## src/rtl/bldc_ramp_sequencer_pkg.sv

```systemverilog
// bldc_seq_pkg: shared constants and types for the BLDC ramp sequencer.
//   - APB register addresses of the BLDC peripheral
//   - status register bit indices
//   - fault_code bit positions
//   - sequencer and APB-engine state encodings
package bldc_seq_pkg;

  // Slave register map (byte addresses)
  localparam logic [7:0] REG_STATUS = 8'h00;
  localparam logic [7:0] REG_CTRL   = 8'h10;
  localparam logic [7:0] REG_PWM    = 8'h14;

  // Status register bits
  localparam int STAT_HALL_BIT  = 14;
  localparam int STAT_FAULT_BIT = 15;

  // fault_code bit positions
  localparam int FC_STATUS  = 0;
  localparam int FC_SLVERR  = 1;
  localparam int FC_TIMEOUT = 2;

  typedef enum logic [3:0] {
    S_IDLE     = 4'd0,
    S_WR_DUTY0 = 4'd1,
    S_WR_EN    = 4'd2,
    S_WAIT     = 4'd3,
    S_RD_STAT  = 4'd4,
    S_WR_STEP  = 4'd5,
    S_SD_DUTY  = 4'd6,
    S_SD_CTL   = 4'd7,
    S_FAULT    = 4'd8
  } seq_state_t;

  typedef enum logic [1:0] {
    PH_IDLE   = 2'd0,
    PH_SETUP  = 2'd1,
    PH_ACCESS = 2'd2
  } apb_phase_t;

endpackage

```

## src/rtl/bldc_ramp_sequencer_if.sv

```systemverilog
// bldc_ramp_sequencer_if: APB2 bus bundle between the sequencer (master)
// and the BLDC peripheral (slave).
//   master drives paddr/psel/penable/pwrite/pwdata/pstrb/pprot,
//   slave drives prdata/pready/pslverr.
interface bldc_ramp_sequencer_if #(
  parameter int addr_width = 8,
  parameter int data_width = 32
);
  logic [addr_width-1:0]   paddr;
  logic                    psel;
  logic                    penable;
  logic                    pwrite;
  logic [data_width-1:0]   pwdata;
  logic [data_width/8-1:0] pstrb;
  logic [2:0]              pprot;
  logic [data_width-1:0]   prdata;
  logic                    pready;
  logic                    pslverr;

  modport master (
    output paddr, psel, penable, pwrite, pwdata, pstrb, pprot,
    input  prdata, pready, pslverr
  );

  modport slave (
    input  paddr, psel, penable, pwrite, pwdata, pstrb, pprot,
    output prdata, pready, pslverr
  );
endinterface

```

## src/rtl/bldc_ramp_sequencer_apb2_master_port.sv

```systemverilog
// apb2_master_port: single-transfer APB2 master engine.
//   pclk, preset_n       : clock, async active-low reset
//   req/we/addr/wdata    : start a transfer (accepted only while idle)
//   done/err/rdata       : one-cycle pulse in the cycle after completion;
//                          err mirrors pslverr, rdata captured on the
//                          completing edge
//   timeout              : one-cycle pulse after timeout_cycles ACCESS
//                          cycles without pready; the transfer is dropped
//   apb                  : APB2 master modport, all outputs registered
module apb2_master_port
  import bldc_seq_pkg::*;
#(
  parameter int addr_width     = 8,
  parameter int data_width     = 32,
  parameter int timeout_cycles = 64
) (
  input  logic                  pclk,
  input  logic                  preset_n,
  input  logic                  req,
  input  logic                  we,
  input  logic [addr_width-1:0] addr,
  input  logic [data_width-1:0] wdata,
  output logic                  done,
  output logic [data_width-1:0] rdata,
  output logic                  err,
  output logic                  timeout,
  bldc_ramp_sequencer_if.master apb
);

  localparam int CNT_W = (timeout_cycles > 1) ? $clog2(timeout_cycles) : 1;
  localparam logic [CNT_W-1:0] CNT_LAST = CNT_W'(timeout_cycles - 1);
  localparam int STRB_W = data_width / 8;

  apb_phase_t            phase_q, phase_d;
  logic                  psel_q, psel_d;
  logic                  penable_q, penable_d;
  logic                  pwrite_q, pwrite_d;
  logic [addr_width-1:0] paddr_q, paddr_d;
  logic [data_width-1:0] pwdata_q, pwdata_d;
  logic [STRB_W-1:0]     pstrb_q, pstrb_d;
  logic [CNT_W-1:0]      cnt_q, cnt_d;
  logic                  done_q, done_d;
  logic                  err_q, err_d;
  logic                  timeout_q, timeout_d;
  logic [data_width-1:0] rdata_q, rdata_d;

  always_comb begin
    phase_d   = phase_q;
    psel_d    = psel_q;
    penable_d = penable_q;
    pwrite_d  = pwrite_q;
    paddr_d   = paddr_q;
    pwdata_d  = pwdata_q;
    pstrb_d   = pstrb_q;
    cnt_d     = cnt_q;
    rdata_d   = rdata_q;
    done_d    = 1'b0;
    err_d     = 1'b0;
    timeout_d = 1'b0;

    case (phase_q)
      PH_IDLE: begin
        if (req) begin
          paddr_d  = addr;
          pwrite_d = we;
          pwdata_d = wdata;
          pstrb_d  = we ? '1 : '0;
          psel_d   = 1'b1;
          phase_d  = PH_SETUP;
        end
      end
      PH_SETUP: begin
        penable_d = 1'b1;
        cnt_d     = '0;
        phase_d   = PH_ACCESS;
      end
      PH_ACCESS: begin
        if (apb.pready) begin
          done_d  = 1'b1;
          err_d   = apb.pslverr;
          rdata_d = apb.prdata;
        end else if (cnt_q == CNT_LAST) begin
          timeout_d = 1'b1;
        end else begin
          cnt_d = cnt_q + 1'b1;
        end
        // Address/data are left holding; only the strobes and handshake drop.
        if (apb.pready || cnt_q == CNT_LAST) begin
          psel_d    = 1'b0;
          penable_d = 1'b0;
          pstrb_d   = '0;
          phase_d   = PH_IDLE;
        end
      end
      default: begin
        psel_d    = 1'b0;
        penable_d = 1'b0;
        pstrb_d   = '0;
        phase_d   = PH_IDLE;
      end
    endcase
  end

  always_ff @(posedge pclk or negedge preset_n) begin
    if (!preset_n) begin
      phase_q   <= PH_IDLE;
      psel_q    <= 1'b0;
      penable_q <= 1'b0;
      pwrite_q  <= 1'b0;
      paddr_q   <= '0;
      pwdata_q  <= '0;
      pstrb_q   <= '0;
      cnt_q     <= '0;
      rdata_q   <= '0;
      done_q    <= 1'b0;
      err_q     <= 1'b0;
      timeout_q <= 1'b0;
    end else begin
      phase_q   <= phase_d;
      psel_q    <= psel_d;
      penable_q <= penable_d;
      pwrite_q  <= pwrite_d;
      paddr_q   <= paddr_d;
      pwdata_q  <= pwdata_d;
      pstrb_q   <= pstrb_d;
      cnt_q     <= cnt_d;
      rdata_q   <= rdata_d;
      done_q    <= done_d;
      err_q     <= err_d;
      timeout_q <= timeout_d;
    end
  end

  assign apb.psel    = psel_q;
  assign apb.penable = penable_q;
  assign apb.pwrite  = pwrite_q;
  assign apb.paddr   = paddr_q;
  assign apb.pwdata  = pwdata_q;
  assign apb.pstrb   = pstrb_q;
  assign apb.pprot   = 3'b000;

  assign done    = done_q;
  assign err     = err_q;
  assign timeout = timeout_q;
  assign rdata   = rdata_q;

endmodule

```

## src/rtl/bldc_ramp_sequencer.sv

```systemverilog
// bldc_ramp_sequencer: APB2 master sequencing a BLDC peripheral through
// start-up, duty ramp, steady run, stop and fault shutdown.
//   pclk, preset_n          : clock, async active-low reset
//   start, stop             : single-cycle commands (stop wins, stop also
//                             clears a latched fault)
//   dir_in                  : direction, captured on an accepted start
//   start_duty, target_duty : first duty / ramp goal (goal sampled per step)
//   apb                     : APB2 master bus
//   cur_duty                : last duty successfully written
//   running, busy, fault    : drive enabled / sequence active / latched fault
//   fault_code              : bit0 status fault, bit1 pslverr, bit2 timeout
module bldc_ramp_sequencer
  import bldc_seq_pkg::*;
#(
  parameter int data_width     = 32,
  parameter int addr_width     = 8,
  parameter int duty_width     = 16,
  parameter int step_interval  = 5400,
  parameter int duty_step      = 1,
  parameter int timeout_cycles = 64
) (
  input  logic                  pclk,
  input  logic                  preset_n,
  input  logic                  start,
  input  logic                  stop,
  input  logic [1:0]            dir_in,
  input  logic [duty_width-1:0] start_duty,
  input  logic [duty_width-1:0] target_duty,
  bldc_ramp_sequencer_if.master apb,
  output logic [duty_width-1:0] cur_duty,
  output logic                  running,
  output logic                  busy,
  output logic                  fault,
  output logic [2:0]            fault_code
);

  localparam int TMR_W = (step_interval > 1) ? $clog2(step_interval) : 1;
  localparam logic [TMR_W-1:0] TMR_LAST = TMR_W'(step_interval - 1);
  localparam logic [duty_width:0] STEP_EXT = (duty_width + 1)'(duty_step);

  seq_state_t            state_q, state_d;
  logic [1:0]            dir_q, dir_d;
  logic [duty_width-1:0] cur_duty_q, cur_duty_d;
  logic [duty_width-1:0] wr_duty_q, wr_duty_d;
  logic                  running_q, running_d;
  logic                  fault_q, fault_d;
  logic [2:0]            fault_code_q, fault_code_d;
  logic                  stop_pend_q, stop_pend_d;
  logic                  fault_sd_q, fault_sd_d;  // shutdown caused by an error
  logic [TMR_W-1:0]      timer_q, timer_d;

  // Engine handshake
  logic                  req, req_we;
  logic [addr_width-1:0] req_addr;
  logic [data_width-1:0] req_wdata;
  logic                  xfer_done, xfer_err, xfer_tmo;
  logic [data_width-1:0] xfer_rdata;

  logic                  xfer_end, xfer_bad;
  logic [2:0]            bad_code;
  logic [duty_width:0]   cur_ext, tgt_ext, up_sum, dn_diff;
  logic [duty_width-1:0] next_duty;

  // Next ramp value, computed one bit wider so it saturates at the target
  // instead of wrapping at zero or full scale.
  always_comb begin
    cur_ext = {1'b0, cur_duty_q};
    tgt_ext = {1'b0, target_duty};
    up_sum  = cur_ext + STEP_EXT;
    dn_diff = cur_ext - STEP_EXT;
    if (tgt_ext > cur_ext) begin
      next_duty = (up_sum > tgt_ext) ? target_duty : up_sum[duty_width-1:0];
    end else begin
      next_duty = (STEP_EXT > cur_ext || dn_diff < tgt_ext) ? target_duty
                                                             : dn_diff[duty_width-1:0];
    end
  end

  assign xfer_end = xfer_done | xfer_tmo;
  assign xfer_bad = (xfer_done & xfer_err) | xfer_tmo;
  assign bad_code = {xfer_tmo, xfer_done & xfer_err, 1'b0};

  always_comb begin
    state_d      = state_q;
    dir_d        = dir_q;
    cur_duty_d   = cur_duty_q;
    wr_duty_d    = wr_duty_q;
    running_d    = running_q;
    fault_d      = fault_q;
    fault_code_d = fault_code_q;
    stop_pend_d  = stop_pend_q;
    fault_sd_d   = fault_sd_q;
    timer_d      = '0;
    req          = 1'b0;
    req_we       = 1'b1;
    req_addr     = addr_width'(REG_PWM);
    req_wdata    = '0;

    case (state_q)
      S_IDLE: begin
        stop_pend_d = 1'b0;
        if (start && !stop) begin
          dir_d      = dir_in;
          fault_sd_d = 1'b0;
          state_d    = S_WR_DUTY0;
        end
      end

      S_WR_DUTY0, S_WR_EN, S_RD_STAT, S_WR_STEP: begin
        stop_pend_d = stop_pend_q | stop;
        if (xfer_end) begin
          if (xfer_bad) begin
            fault_code_d = fault_code_q | bad_code;
            fault_sd_d   = 1'b1;
            state_d      = S_SD_DUTY;
          end else begin
            case (state_q)
              S_WR_DUTY0: begin
                cur_duty_d = wr_duty_q;
                state_d    = S_WR_EN;
              end
              S_WR_EN: begin
                running_d = 1'b1;
                state_d   = S_WAIT;
              end
              S_WR_STEP: begin
                cur_duty_d = wr_duty_q;
                state_d    = S_WAIT;
              end
              default: begin
                if (xfer_rdata[STAT_HALL_BIT] || xfer_rdata[STAT_FAULT_BIT]) begin
                  fault_code_d[FC_STATUS] = 1'b1;
                  fault_sd_d              = 1'b1;
                  state_d                 = S_SD_DUTY;
                end else if (cur_duty_q != target_duty) begin
                  state_d = S_WR_STEP;
                end else begin
                  state_d = S_WAIT;
                end
              end
            endcase
            // A stop seen during (or at the end of) the transfer takes over.
            if (stop_pend_q || stop) begin
              state_d = S_SD_DUTY;
            end
          end
        end
      end

      S_WAIT: begin
        if (stop || stop_pend_q) begin
          state_d = S_SD_DUTY;
        end else if (timer_q == TMR_LAST) begin
          state_d = S_RD_STAT;
        end else begin
          timer_d = timer_q + 1'b1;
        end
      end

      S_SD_DUTY: begin
        if (xfer_end) begin
          if (xfer_bad) begin
            fault_code_d = fault_code_q | bad_code;
            fault_sd_d   = 1'b1;
          end else begin
            cur_duty_d = '0;
          end
          state_d = S_SD_CTL;
        end
      end

      S_SD_CTL: begin
        if (xfer_end) begin
          running_d = 1'b0;
          if (xfer_bad) begin
            fault_code_d = fault_code_q | bad_code;
          end
          if (fault_sd_q || xfer_bad) begin
            fault_d = 1'b1;
            state_d = S_FAULT;
          end else begin
            state_d = S_IDLE;
          end
        end
      end

      S_FAULT: begin
        if (stop) begin
          fault_d      = 1'b0;
          fault_code_d = '0;
          state_d      = S_IDLE;
        end
      end

      default: state_d = S_IDLE;
    endcase

    if (state_d == S_SD_DUTY) begin
      stop_pend_d = 1'b0;
    end

    // Every transfer state performs exactly one access, so a transfer is
    // issued on the edge that enters the state; this gives the one-cycle
    // start-to-psel latency and keeps the engine from seeing a request
    // while it is still busy.
    if (state_d != state_q) begin
      case (state_d)
        S_WR_DUTY0: begin
          req       = 1'b1;
          wr_duty_d = start_duty;
          req_wdata = data_width'(start_duty);
        end
        S_WR_EN: begin
          req       = 1'b1;
          req_addr  = addr_width'(REG_CTRL);
          req_wdata = data_width'({dir_q, 1'b1});
        end
        S_RD_STAT: begin
          req      = 1'b1;
          req_we   = 1'b0;
          req_addr = addr_width'(REG_STATUS);
        end
        S_WR_STEP: begin
          req       = 1'b1;
          wr_duty_d = next_duty;
          req_wdata = data_width'(next_duty);
        end
        S_SD_DUTY: begin
          req = 1'b1;
        end
        S_SD_CTL: begin
          req      = 1'b1;
          req_addr = addr_width'(REG_CTRL);
        end
        default: req = 1'b0;
      endcase
    end
  end

  always_ff @(posedge pclk or negedge preset_n) begin
    if (!preset_n) begin
      state_q      <= S_IDLE;
      dir_q        <= '0;
      cur_duty_q   <= '0;
      wr_duty_q    <= '0;
      running_q    <= 1'b0;
      fault_q      <= 1'b0;
      fault_code_q <= '0;
      stop_pend_q  <= 1'b0;
      fault_sd_q   <= 1'b0;
      timer_q      <= '0;
    end else begin
      state_q      <= state_d;
      dir_q        <= dir_d;
      cur_duty_q   <= cur_duty_d;
      wr_duty_q    <= wr_duty_d;
      running_q    <= running_d;
      fault_q      <= fault_d;
      fault_code_q <= fault_code_d;
      stop_pend_q  <= stop_pend_d;
      fault_sd_q   <= fault_sd_d;
      timer_q      <= timer_d;
    end
  end

  apb2_master_port #(
    .addr_width     (addr_width),
    .data_width     (data_width),
    .timeout_cycles (timeout_cycles)
  ) u_port (
    .pclk     (pclk),
    .preset_n (preset_n),
    .req      (req),
    .we       (req_we),
    .addr     (req_addr),
    .wdata    (req_wdata),
    .done     (xfer_done),
    .rdata    (xfer_rdata),
    .err      (xfer_err),
    .timeout  (xfer_tmo),
    .apb      (apb)
  );

  assign cur_duty   = cur_duty_q;
  assign running    = running_q;
  assign fault      = fault_q;
  assign fault_code = fault_code_q;
  assign busy       = (state_q != S_IDLE) && (state_q != S_FAULT);

endmodule
```

## src/flat_wrapper.sv

```systemverilog
// flat-port wrapper written by rule: the top's interface ports become plain ports
module bldc_ramp_sequencer_flat import bldc_seq_pkg::*;
#(
  parameter int data_width     = 32,
  parameter int addr_width     = 8,
  parameter int duty_width     = 16,
  parameter int step_interval  = 5400,
  parameter int duty_step      = 1,
  parameter int timeout_cycles = 64
)
  (pclk, preset_n, start, stop, dir_in, start_duty, target_duty, cur_duty, running, busy, fault, fault_code, apb_paddr, apb_psel, apb_penable, apb_pwrite, apb_pwdata, apb_pstrb, apb_pprot, apb_prdata, apb_pready, apb_pslverr);
  bldc_ramp_sequencer_if #(.addr_width(addr_width), .data_width(data_width)) apb_i ();
  input  logic pclk;
  input  logic preset_n;
  input  logic start;
  input  logic stop;
  input  logic [1:0] dir_in;
  input  logic [duty_width-1:0] start_duty;
  input  logic [duty_width-1:0] target_duty;
  output logic [duty_width-1:0] cur_duty;
  output logic running;
  output logic busy;
  output logic fault;
  output logic [2:0] fault_code;
  output wire logic [$bits(apb_i.paddr)-1:0] apb_paddr;
  output wire logic [$bits(apb_i.psel)-1:0] apb_psel;
  output wire logic [$bits(apb_i.penable)-1:0] apb_penable;
  output wire logic [$bits(apb_i.pwrite)-1:0] apb_pwrite;
  output wire logic [$bits(apb_i.pwdata)-1:0] apb_pwdata;
  output wire logic [$bits(apb_i.pstrb)-1:0] apb_pstrb;
  output wire logic [$bits(apb_i.pprot)-1:0] apb_pprot;
  input wire logic [$bits(apb_i.prdata)-1:0] apb_prdata;
  input wire logic [$bits(apb_i.pready)-1:0] apb_pready;
  input wire logic [$bits(apb_i.pslverr)-1:0] apb_pslverr;
  assign apb_paddr = apb_i.paddr;
  assign apb_psel = apb_i.psel;
  assign apb_penable = apb_i.penable;
  assign apb_pwrite = apb_i.pwrite;
  assign apb_pwdata = apb_i.pwdata;
  assign apb_pstrb = apb_i.pstrb;
  assign apb_pprot = apb_i.pprot;
  assign apb_i.prdata = apb_prdata;
  assign apb_i.pready = apb_pready;
  assign apb_i.pslverr = apb_pslverr;
  bldc_ramp_sequencer #(.data_width(data_width), .addr_width(addr_width), .duty_width(duty_width), .step_interval(step_interval), .duty_step(duty_step), .timeout_cycles(timeout_cycles)) u_core (.pclk(pclk), .preset_n(preset_n), .start(start), .stop(stop), .dir_in(dir_in), .start_duty(start_duty), .target_duty(target_duty), .apb(apb_i), .cur_duty(cur_duty), .running(running), .busy(busy), .fault(fault), .fault_code(fault_code));
endmodule
```

## config.mk

```make
export PLATFORM = sky130hd
export DESIGN_NAME = bldc_ramp_sequencer_flat
export DESIGN_NICKNAME = d
export VERILOG_FILES = /design/src/rtl/bldc_ramp_sequencer_pkg.sv /design/src/rtl/bldc_ramp_sequencer_if.sv /design/src/rtl/bldc_ramp_sequencer_apb2_master_port.sv /design/src/rtl/bldc_ramp_sequencer.sv /design/src/flat_wrapper.sv
export SDC_FILE = /design/constraint.sdc
export NUM_CORES = 1
export LEC_CHECK = 0
export BUFFER_PORTS_ARGS = -buffer_cell sky130_fd_sc_hd__buf_4
export CORE_MARGIN = 2
export CORE_UTILIZATION = 56
export CTS_CLUSTER_SIZE = 12
export DETAILED_ROUTE_END_ITERATION = 7
export HOLD_SLACK_MARGIN = 0.02
export PLACE_DENSITY = 0.81
export RECOVER_POWER = 25
export SLEW_MARGIN = 20
export SYNTH_ARGS = -nofsm -noshare
export SYNTH_HDL_FRONTEND = slang
export SYNTH_SLANG_ARGS = --single-unit
```

## constraint.sdc

```tcl
create_clock -name pclk -period 4.65 [get_ports pclk]
set_input_delay 0.465 -clock pclk [delete_from_list [all_inputs] [get_ports pclk]]
set_output_delay 0.465 -clock pclk [all_outputs]
set_load 0.05 [all_outputs]
```

# After elaboration in Yosys (flattened, before gate mapping)
# Cells that the tools add are included.
[word_totals]
ramBits = 0
wordCells = 201
register_bits = 132
output_inout_bits = 72
latch_bits = 0
inputBits = 72
romBits = 0
mem_count = 0
[classes]
muxes = 82
div = 0
reduce_logical = 40
n_addsub = 4
bitwise = 7
n_mul = 0
shifts = 0
n_eq_ne = 41
order_cmp = 4
[op_table]
columns = ["operator", "count"]
rows = [
  ["16-bit 2-to-1 mux", 8],
  ["16-bit one-hot mux with 2 select lines", 2],
  ["4-bit 2-to-1 mux", 14],
  ["16-bit one-hot mux with 3 select lines", 1],
  ["13-bit 2-to-1 mux", 3],
  ["4-bit by 3-bit == test with 1-bit output (second input constant)", 8],
  ["32-bit 2-to-1 mux", 1],
  ["1-bit 2-to-1 mux", 29],
  ["4-bit one-hot mux with 6 select lines", 1],
  ["2-bit by 1-bit != test with 1-bit output (second input constant)", 11],
  ["16-bit by 1-bit adder with 17-bit output (second input constant)", 1],
  ["17-bit by 16-bit greater-than comparator with 1-bit output", 1],
  ["17-bit by 16-bit less-than comparator with 1-bit output", 1],
  ["16-bit by 1-bit subtractor with 17-bit output (second input constant)", 1],
  ["1-bit by 16-bit greater-than comparator with 1-bit output (first input constant)", 1],
  ["16-bit greater-than comparator", 1],
  ["16-bit != test", 1],
  ["3-bit 2-to-1 mux", 5],
  ["2-bit != test (second input constant)", 7],
  ["7-bit AND reduction", 2],
  ["13-bit by 1-bit adder with 13-bit output (second input constant)", 1],
  ["13-bit == test (second input constant)", 1],
  ["4-bit by 2-bit == test with 1-bit output (second input constant)", 3],
  ["6-bit 2-to-1 mux", 2],
  ["other kinds (41)", 72],
]

# Longest topological paths before layout
# Gate-level depths: netlist of run 1.
[depth]
word_depth = 14
depth_mapped = 17
ltp_nobuf = 15

# Cells and area by module
# Synthesis of run 1 repeated with hierarchy kept, for this count alone.
[unflattened]
cells_unflattened = 837
area_unflattened_um2 = 8567.0
[by_module_without_submodules]
columns = ["module", "cells_each", "instances", "area_per_inst_um2", "seq_area_each_um2"]
rows = [
  ["bldc_ramp_sequencer", 615, 1, 5161.2, 1451.4],
  ["apb2_master_port", 222, 1, 3405.8, 2177.1],
]

# Least setup slack after synthesis of run 1
# Ideal clock, no wire load.
[synth_timing]
path_kind = "flip-flop to flip-flop"
start = "reg u_core.cur_duty_q[0] (netlist: u_core.cur_duty[0])"
end = "reg u_core.u_port.pwdata_q[0] (netlist: u_core.u_port.apb.pwdata[0])"
path_slack_ps = 655
arrival_ps = 3870
setup_ps = 125
stages_incl_launch_ff = 18
path_buffers = 2
period_less_slack_ps = 3995
required_ps = 4525
path_cell_list = "dfrtp_1 > buf_6 > inv_1 > ha_1 > nor3b_2 > nand2_1 > nor2_1 > xnor2_1 > ha_1 > and3_1 > nand3_1 > a2111o_1 > and3_1 > buf_4 > o32ai_4 > mux2i_1 > a221o_1 > mux2_2"
[synth_between]
elab_chain_len = 13
elab_cells_between_ends = 31
cone_classes = "add/sub: 2; order compare: 4; eq/ne: 8; mux: 14; reduce/logical: 3"
[synth_rtl]
columns = ["element", "line", "source"]
rows = [
  ["start, declared", "bldc_ramp_sequencer.sv:43", "logic [duty_width-1:0] cur_duty_q, cur_duty_d;"],
  ["start signal, assigned", "bldc_ramp_sequencer.sv:255", "cur_duty_q <= cur_duty_d;"],
  ["branches (longest 13 deep; another with 16-bit by 1-bit subtractor with 17-bit output)", "-", ""],
  ["end signal, assigned", "bldc_ramp_sequencer_apb2_master_port.sv:124", "pwdata_q <= pwdata_d;"],
  ["end, declared", "bldc_ramp_sequencer_apb2_master_port.sv:39", "logic [data_width-1:0] pwdata_q, pwdata_d;"],
]
# Several ways; the timed one is not identified.
# A chain may end at the register's enable or synchronous reset.

# Worst setup path after layout of run 1
[layout_timing]
start = "reg u_core.cur_duty_q[1] (netlist: u_core.cur_duty[1])"
end = "reg u_core.u_port.pwdata_q[1] (netlist: u_core.u_port.apb.pwdata[1])"
# Same word-level chain as after synthesis.

==> qor_table.md, run 1 <==
| Result | This run |
|:---|:---|
| F_max | 0.2326 GHz |
| Post-CTS Resized | 0 |
| Number of buffers inserted to repair setup after CTS | 0 |
| Synth unique cells | 82 |
| Worst Path Class, Setup | flip-flop to flip-flop |
| Depth of the CTS H-tree | 3 |
| Maximum number of pins on one net before global-route repair | 50 |
| Filler cell count in the final layout | 1005 |
| Cell chosen for the clock root | sky130_fd_sc_hd__clkbuf_16 |
| Floorplan core area | 12010 um2 |
| Total track usage | 0.2789 |
| Final setup violation count | 0 |
| #FFs+latches synth | 93 |
| Relative slew margins | -0.5155 |
| Area growth from synthesis to layout | 14.07% |
| Arrival time at the worst endpoint | 4.58 ns |
| Switching power share of the total | 0.2673 |
| Initial antenna violation count | 0 |
| Final HPWL DP | 13830 um |
| Final min period | 4.300 ns |
| Layout cells sized above 1 | 0.1889 |
| Average vias per placed instance | 6.040 |
| Maximum clock skew at final layout | 0.009735 ns |
| First-pass GRT wire length | 29090 um |
| CTS buffer count | 9 |
| Most instantiated flip-flop cell in the synthesis netlist | sky130_fd_sc_hd__dfrtp_1 |
| Outcome | finished with violations |
| Worst-Margin Slew | 2.273 ns |
| Clock transition at the register clock pins on the worst setup and hold paths after CTS | 0.07 ns |
| Number of flops mapped to enable cells by yosys | 0 |
| Final worst-path cycle share | 0.9246 |
| Worst setup path startpoint | u_core.cur_duty[1] |
| Unrepaired setup endpoints after global routing | false |
| Critical-path maximum fanout | 10 |
| Starting Density | 0.5731 |
| Placement Rows | 40 |
| Net load switching power | 0.4889 mW |
| Height of the die | 114.9 um |
| Portion of total power attributed to the clock network | 0.414 |
| Mean cell area of the mapped netlist | 8.781 um2 |
| Total Nets Final | 986 |
| Antenna fix cells | 0 |
| Initial detailed-routing violation count | 453 |
| Most common library cell in the layout ignoring fill and taps | sky130_fd_sc_hd__buf_4 |
| Post-synthesis instance area | 6884 um2 |
| Number of I/O pins | 144 |
| Ys Warns | 0 |
| TritonCTS clock tree | yes |
| Hold Fails Final Rpt | 0 |
| Crit path launch type | flip-flop |
| Internal Power | 1.340 mW |
| Number of violations of the max-capacitance limit | 1 |
| Number of slew-limit violations in the final report | 46 |
| Number of design rule violations left after detail routing | 0 |
| Startpoint of the worst register-to-register path | u_core.cur_duty[1] |
| Longest Clk Path Bufs | 2 |
| Seq/Total Area, Yosys | 0.3381 |
| Via count | 6131 |
| CTS Hold Buffers Added | 0 |
| Number of buffers added on ports | 88 |
| Commonest cells after routing, fill and taps aside | sky130_fd_sc_hd__buf_4 (106), sky130_fd_sc_hd__dfrtp_1 (93), sky130_fd_sc_hd__nand2_1 (88) |
| Pwr/cell area | 232.9 nW/um2 |
| Worst IR Drop VDD | 0.2010 mV |
| Share of flip-flops with an asynchronous set or reset | 1.000 |
| Failing checks | capacitance limit, slew limit |
| Die width | 114.9 um |
| Clk sinks | 93 |
| Share of the core filled with cells | 0.6538 |
| Synthesized instance count | 784 |
| Drt first pass iters | 5 |
| Detail Route Antenna Nets | 0 |
| CP required | 4.93 ns |
| Aggregate negative setup slack | 0 ns |
| Clock latency reported for the late side of the worst-skew pair | 0.34 ns |
| Endpoint class of the critical path | flip-flop |
| Hold Path Class | primary input to flip-flop |
| DIE AREA | 13200 um2 |
| Sequential Area | 2327 um2 |
| Hold Crit Start | apb_pready |
| Leakage power summed over all cells | 3.649 nW |
| Combinational group share of total power | 0.135 |
| Sequential share of power | 0.452 |
| Vias in the first global route | 5666 |
| Post-detailed-routing wire length | 18130 um |
| Wire length per cell after detailed routing | 17.86 um |
| Gpl congestion | 0.9740 |
| Grt ovf | 0 |
| Combined area of the multi-input logic cells | 4036 um2 |
-- metrics by stage --
step	total power, mW	instance area [um2]	hold WS (ns)	setup slack, ns	std cells
floorplan	1.011	6974	0.1694	0.6554	808
global placement	1.081	7545	0.4749	0.6254	999
detailed placement	1.084	7545	0.4749	0.5521	999
CTS	1.833	7854	0.1157	0.5141	1015
global route	1.897	7853	0.3078	0.1487	1015
finish	1.829	7853	0.2912	0.3504	1015
-- worst max-delay path: stages, from the launching register on --
cell and delay (ns):
sky130_fd_sc_hd__dfrtp_1 0.45, sky130_fd_sc_hd__inv_1 0.16, sky130_fd_sc_hd__ha_1 0.21, sky130_fd_sc_hd__nor3b_2 0.38, sky130_fd_sc_hd__nand2_1 0.19, sky130_fd_sc_hd__nor2_1 0.16, sky130_fd_sc_hd__xnor2_1 0.11, sky130_fd_sc_hd__ha_1 0.30
sky130_fd_sc_hd__and3_1 0.20, sky130_fd_sc_hd__nand3_1 0.12, sky130_fd_sc_hd__a2111o_1 0.29, sky130_fd_sc_hd__and3_1 0.17, sky130_fd_sc_hd__buf_4 0.18, sky130_fd_sc_hd__o31a_2 0.28, sky130_fd_sc_hd__o32ai_1 0.58, sky130_fd_sc_hd__a22o_1 0.29
sky130_fd_sc_hd__mux2_2 0.15
-- power groups by stage --
stage               clock network [mW]  logic (mW)  registers, mW
global placement                     0       0.240          0.840
global route                     0.800       0.270          0.827
floorplan                            0       0.172          0.840
detailed placement                   0       0.243          0.841
CTS                              0.763       0.244          0.826
finish                           0.757       0.246          0.826
-- flip-flops by register name (all words and copies together), names as in the netlist, 2 cells and up --
register,cells
u_core.fault_code,3
u_core.dir_q,2
u_core.u_port.apb.pwdata,16
u_core.u_port.phase_q,2
u_core.u_port.apb.paddr,2
u_core.state_q,4
u_core.wr_duty_q,16
u_core.u_port.rdata,2
u_core.u_port.cnt_q,6
u_core.timer_q,13
u_core.cur_duty,16
-- final timing paths --
| check | cells past startpoint | slack [ns] | to |
|---|---|---|---|
| worst min-delay path | 2 | 0.29 | u_core.u_port.timeout |
| max in group asynchronous | 2 | 1.69 | u_core.cur_duty[6] |
| min in group asynchronous | 1 | 0.78 | u_core.u_port.apb.penable |
| worst min register to register | 1 | 0.49 | u_core.u_port.cnt_q[5] |
| worst max register to register | 16 | 0.35 | u_core.u_port.apb.pwdata[1] |
| worst max-delay path | 16 | 0.35 | u_core.u_port.apb.pwdata[1] |
-- kinds of logic after synthesis --
kind of cell / after synthesis / synth area share
other: 1 / 0.0005447
xor gates and xnor gates: 38 / 0.04835
muxes: 12 / 0.01945
AOI/OAI and AO/OA: 192 / 0.2032
adders and majority gates: 51 / 0.09269
DFF: 93 / 0.3381
buffers and inverters: 115 / 0.08979
and+or+nand+nor: 282 / 0.2079
-- cell usage after synthesis, types with 4 or more instances --
| cell type | n | area [um2] |
|---|---|---|
| sky130_fd_sc_hd__dfrtp_1 | 93 | 2327 |
| sky130_fd_sc_hd__nand2_1 | 88 | 330.3 |
| sky130_fd_sc_hd__nor2_1 | 70 | 262.8 |
| sky130_fd_sc_hd__ha_1 | 51 | 638.1 |
| sky130_fd_sc_hd__inv_1 | 51 | 191.4 |
| sky130_fd_sc_hd__nand3_1 | 40 | 200.2 |
| sky130_fd_sc_hd__a21oi_1 | 34 | 170.2 |
| sky130_fd_sc_hd__o21ai_0 | 34 | 170.2 |
| sky130_fd_sc_hd__buf_4 | 32 | 240.2 |
| sky130_fd_sc_hd__xnor2_1 | 28 | 245.2 |
| sky130_fd_sc_hd__a31oi_1 | 18 | 112.6 |
| sky130_fd_sc_hd__o2bb2ai_1 | 15 | 131.4 |
| sky130_fd_sc_hd__clkbuf_1 | 13 | 48.80 |
| sky130_fd_sc_hd__nand4_1 | 12 | 75.07 |
| sky130_fd_sc_hd__buf_2 | 11 | 55.05 |
| sky130_fd_sc_hd__mux2_2 | 11 | 123.9 |
| sky130_fd_sc_hd__nor3_1 | 11 | 55.05 |
| sky130_fd_sc_hd__or3_1 | 11 | 68.82 |
| sky130_fd_sc_hd__xor2_1 | 10 | 87.58 |
| sky130_fd_sc_hd__o31a_1 | 9 | 78.83 |
| sky130_fd_sc_hd__and3_1 | 8 | 50.05 |
| sky130_fd_sc_hd__nor2b_1 | 8 | 50.05 |
| sky130_fd_sc_hd__o21a_1 | 8 | 60.06 |
| sky130_fd_sc_hd__buf_6 | 7 | 78.83 |
| sky130_fd_sc_hd__a32oi_1 | 6 | 52.55 |
| sky130_fd_sc_hd__a21boi_0 | 5 | 37.54 |
| sky130_fd_sc_hd__a21o_1 | 5 | 37.54 |
| sky130_fd_sc_hd__o211ai_1 | 5 | 37.54 |
| sky130_fd_sc_hd__o31ai_1 | 5 | 37.54 |
| sky130_fd_sc_hd__o2111ai_1 | 4 | 35.03 |
| sky130_fd_sc_hd__o221ai_1 | 4 | 35.03 |
| sky130_fd_sc_hd__o22ai_1 | 4 | 25.02 |
| sky130_fd_sc_hd__o311a_2 | 4 | 45.04 |
-- layer usage --
metal | routed length, um | track usage | vias up | share of wire
met3 | 1645 | 0.06220 | 22 | 0.091
met2 | 7749 | 0.4067 | 267 | 0.43
met5 | 0 | 0 | - | 0
li1 | - | - | 2933 | -
met1 | 8496 | 0.4248 | 2909 | 0.47
met4 | 238 | 0.06265 | 0 | 0.013
-- area by class of cell --
type,count,area share
sequential,93,0.2964
tap,147,0.02342
timing repair buffer,108,0.1025
clock inverter,5,0.008445
clock buffer,11,0.03091
inverter,51,0.02438
multi-input combinational,600,0.5140
No activity file was read; power rests on OpenSTA's default activity.
==> run 2, diff against run 1 <==
CORE_UTILIZATION = 35   (was 56)
PLACE_DENSITY = not set   (was 0.81)
==> run 2 against run 1 <==
- sequential share of layout area down 0.52 points
- clock skew down 0.0017 ns
- wire length up 5.0%
- core utilization down 24 points
- largest power group unchanged
- global-route usage down 9.0 points
- setup slack worse by 0.098 ns
- die area up 58%
- critical path depth down 2
- the run still ends with capacitance limit, slew limit left
- total power up 0.11%
- critical endpoint is now u_core.u_port.apb.pwdata[0]
- combinational power about the same
- worst hold slack better by 0.0016 ns
- first-iteration DRC count down 17%
- largest cell class unchanged
==> qor_table.md, run 2 (synthesis results as in run 1) <==
| Result | This run | Change |
|:---|:---|:---|
| Outcome | finished with violations | unchanged |
| Failing checks | capacitance limit, slew limit | unchanged |
| Hold Path Stages | 2 | unchanged |
| Share of the core filled with cells | 0.4122 | was 0.6538 |
| First-pass GRT wire length | 30200 um | was 29090 um |
| Via count | 5953 | was 6131 |
| Endpoint class of the critical path | flip-flop | unchanged |
| TritonCTS clock tree | yes | unchanged |
| Detail Route Antenna Nets | 0 | unchanged |
| Final min period | 4.398 ns | was 4.300 ns |
| Number of buffers added on ports | 88 | unchanged |
| Worst IR Drop VDD | 0.1758 mV | was 0.2010 mV |
| Hold Crit Start | apb_pready | unchanged |
| Crit path launch type | flip-flop | unchanged |
| Depth of the CTS H-tree | 3 | unchanged |
| Die width | 144.2 um | was 114.9 um |
| Reg2Reg Setup Slack | 0.25 ns | was 0.35 ns |
| Final HPWL DP | 14840 um | was 13830 um |
| R2R depth | 14 | was 16 |
| Filler cell count in the final layout | 1972 | was 1005 |
| Layout cells sized above 1 | 0.1889 | unchanged |
| Placement Rows | 51 | was 40 |
| Antenna fix cells | 0 | unchanged |
| Minimum setup slack in the final design | 0.2521 ns | was 0.3504 ns |
| CP required | 4.90 ns | was 4.93 ns |
| Total track usage | 0.1892 | was 0.2789 |
| Number of violations of the max-capacitance limit | 1 | unchanged |
| Worst-Margin Slew | 3.048 ns | was 2.273 ns |
| F_max | 0.2274 GHz | was 0.2326 GHz |
| Drt first pass iters | 6 | was 5 |
| Cell chosen for the clock root | sky130_fd_sc_hd__clkbuf_16 | unchanged |
| Minimum hold slack | 0.2929 ns | was 0.2912 ns |
| Commonest cells after routing, fill and taps aside | sky130_fd_sc_hd__buf_4 (108), sky130_fd_sc_hd__dfrtp_1 (92), sky130_fd_sc_hd__nand2_1 (88) | was sky130_fd_sc_hd__buf_4 (106), sky130_fd_sc_hd__dfrtp_1 (93), sky130_fd_sc_hd__nand2_1 (88) |
| Initial antenna violation count | 0 | unchanged |
| Average vias per placed instance | 5.254 | was 6.040 |
| Final setup violation count | 0 | unchanged |
| Gpl congestion | 0.9324 | was 0.9740 |
| Hold Path Class | primary input to flip-flop | unchanged |
| Aggregate negative setup slack | 0 ns | unchanged |
| Longest Clk Path Bufs | 2 | unchanged |
| CTS buffer count | 9 | unchanged |
| Height of the die | 144.2 um | was 114.9 um |
| Number of I/O pins | 144 | unchanged |
| Leakage power summed over all cells | 3.652 nW | was 3.649 nW |
| Clk sinks | 93 | unchanged |
| Worst setup path startpoint | u_core.cur_duty[1] | unchanged |
| Number of design rule violations left after detail routing | 0 | unchanged |
| Clock latency reported for the late side of the worst-skew pair | 0.36 ns | was 0.34 ns |
| Relative slew margins | -1.032 | was -0.5155 |
| Grt ovf | 0 | unchanged |
| Startpoint of the worst register-to-register path | u_core.cur_duty[1] | unchanged |
| Number of slew-limit violations in the final report | 57 | was 46 |
| Setup Slack @ Placement | 0.2978 ns | was 0.5521 ns |
| Maximum clock skew at final layout | 0.008071 ns | was 0.009735 ns |
| Total Nets Final | 987 | was 986 |
| Starting Density | 0.3549 | was 0.5731 |
| Initial detailed-routing violation count | 376 | was 453 |
| Critical-path maximum fanout | 9 | was 10 |
| Post-detailed-routing wire length | 19040 um | was 18130 um |
| Final worst-path cycle share | 0.9458 | was 0.9246 |
| Unrepaired setup endpoints after global routing | false | unchanged |
| Hold Fails Final Rpt | 0 | unchanged |
| Wire length per cell after detailed routing | 16.80 um | was 17.86 um |
| DIE AREA | 20810 um2 | was 13200 um2 |
| Floorplan core area | 19400 um2 | was 12010 um2 |
| Arrival time at the worst endpoint | 4.64 ns | was 4.58 ns |
| Most common library cell in the layout ignoring fill and taps | sky130_fd_sc_hd__buf_4 | unchanged |
| Clock transition at the register clock pins on the worst setup and hold paths after CTS | 0.07 ns | about the same |
| Worst Path Class, Setup | flip-flop to flip-flop | unchanged |
| Number of buffers inserted to repair setup after CTS | 0 | unchanged |
| Pwr/cell area | 229.0 nW/um2 | was 232.9 nW/um2 |
| Vias in the first global route | 5587 | was 5666 |
| Maximum number of pins on one net before global-route repair | 57 | was 50 |
| Area growth from synthesis to layout | 16.16% | was 14.07% |
[run 2: area by class of cell]
cell class                      count  area (um2)  area share
Clock buffer                       11       242.7     0.03036
Clock inverter                      4       56.30    0.007041
Inverter                           51       191.4     0.02394
Multi-Input combinational cell    600        4031      0.5041
Sequential cell                    93        2328      0.2912
Tap cell                          265       331.6     0.04146
Timing Repair Buffer              109       814.5      0.1019
[run 2: power breakdown]
part / switching, mW / internal, mW / total [mW]
logic: 0.161 / 0.0830 / 0.244
registers: 0.00694 / 0.819 / 0.826
clock network: 0.328 / 0.433 / 0.761
total: 0.496 / 1.33 / 1.83
[run 2: path summary, 6_finish.rpt]
kind / to
setup / recovery: u_core.u_port.apb.pwdata[0]
hold / removal: u_core.u_port.timeout
setup reg to reg: u_core.u_port.apb.pwdata[0]
hold reg to reg: u_core.timer_q[0]
max in group asynchronous: u_core.cur_duty[4]
min in group asynchronous: u_core.u_port.cnt_q[1]
[run 2: what timing repair did]
action / CTS / global route
gates resized for setup: 0 / 1
endpoints found under the setup margin: 0 / 1
hold buffers: 0 / 0
[run 2: layer usage]
| layer | GRT usage | routed length (um) | vias up |
|---|---|---|---|
| met4 | 0.06745 | 419 | 0 |
| met2 | 0.2767 | 8006 | 197 |
| met3 | 0.03046 | 1166 | 29 |
| li1 | - | - | 2945 |
| met5 | 0 | 0 | - |
| met1 | 0.2813 | 9444 | 2782 |
[run 2: stage by stage]
| stage | cell area, um2 | std cells | total power [mW] |
|---|---|---|---|
| final | 7996 | 1133 | 1.831 |
| after global routing | 7996 | 1133 | 1.911 |
| after floorplan | 6974 | 808 | 1.011 |
| after global placement | 7700 | 1118 | 1.083 |
| after detailed placement | 7700 | 1118 | 1.085 |
| after CTS | 7999 | 1133 | 1.853 |
[run 2: critical path: stages (launching register included)]
cell and delay [ns]:
sky130_fd_sc_hd__dfrtp_1 0.53, sky130_fd_sc_hd__ha_1 0.27, sky130_fd_sc_hd__nand3_1 0.30, sky130_fd_sc_hd__nor2_1 0.35
sky130_fd_sc_hd__nand3_1 0.14, sky130_fd_sc_hd__xnor2_1 0.24, sky130_fd_sc_hd__ha_1 0.29, sky130_fd_sc_hd__a21o_1 0.19
sky130_fd_sc_hd__a211oi_1 0.23, sky130_fd_sc_hd__o21ai_0 0.15, sky130_fd_sc_hd__o31a_1 0.39, sky130_fd_sc_hd__o32ai_4 0.32
sky130_fd_sc_hd__mux2i_1 0.25, sky130_fd_sc_hd__a221o_1 0.39, sky130_fd_sc_hd__mux2_2 0.26
==> run 3, diff against run 2 <==
SLEW_MARGIN = not set   (was 20)
clock period = 4.16 ns   (was 4.65 ns; I/O delays follow)
==> run 3 against run 2 <==
- the flow still finishes with violations (capacitance limit, slew limit)
- sequential cell count unchanged
- die area did not move
- clock power grew 15%
- design area increased by 2.9%
- setup slack worse by 0.10 ns
- wire length rose by 3.9%
- sequential power grew 12%
- non-clock buffer count is 23 higher
- clock-buffer cell count stayed put
- highest routed layer unchanged
==> qor_table.md, run 3 (synthesis results as in run 1) <==
| Result | This run | Change |
|:---|:---|:---|
| Outcome | finished with violations | unchanged |
| Failing checks | capacitance limit, slew limit | unchanged |
| Via count | 6066 | was 5953 |
| Filler cell count in the final layout | 1970 | was 1972 |
| Floorplan core area | 19400 um2 | unchanged |
| Pwr/cell area | 253.7 nW/um2 | was 229.0 nW/um2 |
| Average vias per placed instance | 5.243 | was 5.254 |
| Most common library cell in the layout ignoring fill and taps | sky130_fd_sc_hd__buf_4 | unchanged |
| Worst IR Drop VDD | 0.1898 mV | was 0.1758 mV |
| Wire length per cell after detailed routing | 17.09 um | was 16.80 um |
| Final min period | 4.011 ns | was 4.398 ns |
| Starting Density | 0.3549 | unchanged |
| Worst Path Class, Setup | flip-flop to flip-flop | unchanged |
| Post-detailed-routing wire length | 19780 um | was 19040 um |
| Relative slew margins | -0.2497 | was -1.032 |
| Crit path launch type | flip-flop | unchanged |
| Placement Rows | 51 | unchanged |
| Switching power share of the total | 0.2792 | was 0.2711 |
| Arrival time at the worst endpoint | 4.26 ns | was 4.64 ns |
| Maximum clock skew at final layout | 0.01173 ns | was 0.008071 ns |
| Hold Path Class | primary input to flip-flop | unchanged |
| Critical-path top delay cell | sky130_fd_sc_hd__nor4_2 | was sky130_fd_sc_hd__dfrtp_1 |
| Cell chosen for the clock root | sky130_fd_sc_hd__clkbuf_16 | unchanged |
| Antenna fix cells | 0 | unchanged |
| Startpoint of the worst register-to-register path | u_core.cur_duty[10] | was u_core.cur_duty[1] |
| Die width | 144.2 um | unchanged |
| Area growth from synthesis to layout | 19.56% | was 16.16% |
| Longest Clk Path Bufs | 2 | unchanged |
| CTS buffer count | 9 | unchanged |
| Number of slew-limit violations in the final report | 71 | was 57 |
| Clock latency reported for the late side of the worst-skew pair | 0.36 ns | about the same |
| Number of violations of the max-capacitance limit | 1 | unchanged |
| Total placed cells including tap cells | 1141 | was 1118 |
| DIE AREA | 20810 um2 | unchanged |
| Worst-Margin Slew | 1.875 ns | was 3.048 ns |
| Maximum number of pins on one net before global-route repair | 71 | was 57 |
| Total stage count of the critical path | 14 | unchanged |
| Cell family with most CP delay | simple AND/OR/NAND/NOR gates | was compound AO/OA/AOI/OAI gates |
| CP required | 4.41 ns | was 4.90 ns |
| First-pass GRT wire length | 31490 um | was 30200 um |
| Commonest cells after routing, fill and taps aside | sky130_fd_sc_hd__buf_4 (131), sky130_fd_sc_hd__dfrtp_1 (91), sky130_fd_sc_hd__nand2_1 (88) | was sky130_fd_sc_hd__buf_4 (108), sky130_fd_sc_hd__dfrtp_1 (92), sky130_fd_sc_hd__nand2_1 (88) |
| Minimum setup slack in the final design | 0.1489 ns | was 0.2521 ns |
| Final worst-path cycle share | 0.9642 | was 0.9458 |
| Number of buffers and inverters on the critical path | 1 | was 0 |
| Initial antenna violation count | 0 | unchanged |
| TritonCTS clock tree | yes | unchanged |
| Endpoint class of the critical path | flip-flop | unchanged |
| Worst setup path startpoint | u_core.cur_duty[10] | was u_core.cur_duty[1] |
| Grt ovf | 0 | unchanged |
| End point of the critical path | u_core.u_port.apb.pwdata[0] | unchanged |
| Setup Slack @ Placement | 0.09555 ns | was 0.2978 ns |
| Reg2Reg Setup Slack | 0.15 ns | was 0.25 ns |
| Leakage power summed over all cells | 3.779 nW | was 3.652 nW |
| Depth of the CTS H-tree | 3 | unchanged |
| Number of standard cells in the final layout excluding fillers | 1157 | was 1133 |
| Drt first pass iters | 7 | was 6 |
| Layout cells sized above 1 | 0.2220 | was 0.1889 |
| Capture instance of the worst register-to-register path | u_core.u_port.apb.pwdata[0] | unchanged |
| Critical-path maximum fanout | 10 | was 9 |
| Minimum hold slack | 0.2311 ns | was 0.2929 ns |
| Number of design rule violations left after detail routing | 0 | unchanged |
| Clock transition at the register clock pins on the worst setup and hold paths after CTS | 0.07 ns | about the same |
| Critical-path cell list | nor4_2 -> nand2_1 -> o31ai_1 -> nand2_1 -> ha_1 -> and3_1 -> nand3_1 -> a2111o_1 -> and3_1 -> buf_4 -> o32ai_4 -> mux2i_1 -> a221o_1 -> mux2_2 | was ha_1 -> nand3_1 -> nor2_1 -> nand3_1 -> xnor2_1 -> ha_1 -> a21o_1 -> a211oi_1 -> o21ai_0 -> o31a_1 -> o32ai_4 -> mux2i_1 -> a221o_1 -> mux2_2 |
| Number of buffers added on ports | 88 | unchanged |
| F_max | 0.2493 GHz | was 0.2274 GHz |
| Detail Route Antenna Nets | 0 | unchanged |
| Net load switching power | 0.5828 mW | was 0.4964 mW |
| Non-Filler Cell Area, Final | 8230 um2 | was 7996 um2 |
| Clk sinks | 93 | unchanged |
| Total Nets Final | 1010 | was 987 |
| Hold Fails Final Rpt | 0 | unchanged |
| Portion of total power attributed to the clock network | 0.421 | was 0.416 |
| Sequential share of power | 0.442 | was 0.451 |
| Number of I/O pins | 144 | unchanged |
| CTS Hold Buffers Added | 0 | unchanged |
| Slowest cell delay on critical path | 0.54 ns | was 0.53 ns |
| Final setup violation count | 0 | unchanged |
| Height of the die | 144.2 um | unchanged |
| Initial detailed-routing violation count | 373 | was 376 |
| Post-place instance area | 7873 um2 | was 7700 um2 |
| R2R depth | 14 | unchanged |
| Total track usage | 0.1962 | was 0.1892 |
| Unrepaired setup endpoints after global routing | true | was false |
| Gpl congestion | 0.9380 | was 0.9324 |
| Final HPWL DP | 15380 um | was 14840 um |
| Combinational group share of total power | 0.137 | was 0.133 |
| Internal Power | 1.505 mW | was 1.334 mW |
| Vias in the first global route | 5820 | was 5587 |
-- run 3: layer usage --
layer	wire, um	global-route usage
met1	9860	0.2883
met2	8339	0.2840
met3	1144	0.04272
met4	432	0.06694
met5	0	0
-- run 3: what timing repair did --
item                       in CTS  in global routing
buffers inserted                0                  0
setup endpoints to repair       0                 17
resized for setup               0                 10
-- run 3: worst min-delay path by stage --
stage | startpoint | end | cells after the start
after floorplan | preset_n | u_core.cur_duty[0] | 0
after detailed placement | u_core.u_port.apb.pwdata[5] | u_core.u_port.apb.pwdata[5] | 1
after global routing | apb_pready | u_core.u_port.timeout | 2
after global placement | u_core.fault_sd_q | u_core.fault_sd_q | 2
after CTS | apb_pready | u_core.u_port.timeout | 2
final | apb_pready | u_core.u_port.timeout | 2
-- run 3: cell type report --
class	count	area, um2	area share
Clock buffer	11	242.7	0.02949
Multi-Input combinational cell	600	4079	0.4956
Tap cell	265	331.6	0.04029
Inverter	51	191.4	0.02326
Sequential cell	93	2330	0.2831
Timing Repair Buffer	132	988.4	0.1201
Clock inverter	5	67.56	0.008209
-- run 3: power by group through the flow --
| stage | sequential [mW] | clock, mW | combinational [mW] |
|---|---|---|---|
| floorplan | 0.938 | 0 | 0.192 |
| global placement | 0.939 | 0 | 0.278 |
| detailed placement | 0.940 | 0 | 0.280 |
| CTS | 0.922 | 0.905 | 0.282 |
| global route | 0.923 | 0.941 | 0.316 |
| finish | 0.923 | 0.878 | 0.287 |
-- run 3: metrics by stage --
stage	power, mW	TNS (ns)	utilization
floorplan	1.131	0	-
global placement	1.218	0	0.4058
detailed placement	1.220	0	0.4058
CTS	2.110	0	0.4218
global route	2.181	-0.04583	0.4243
finish	2.088	0	0.4243
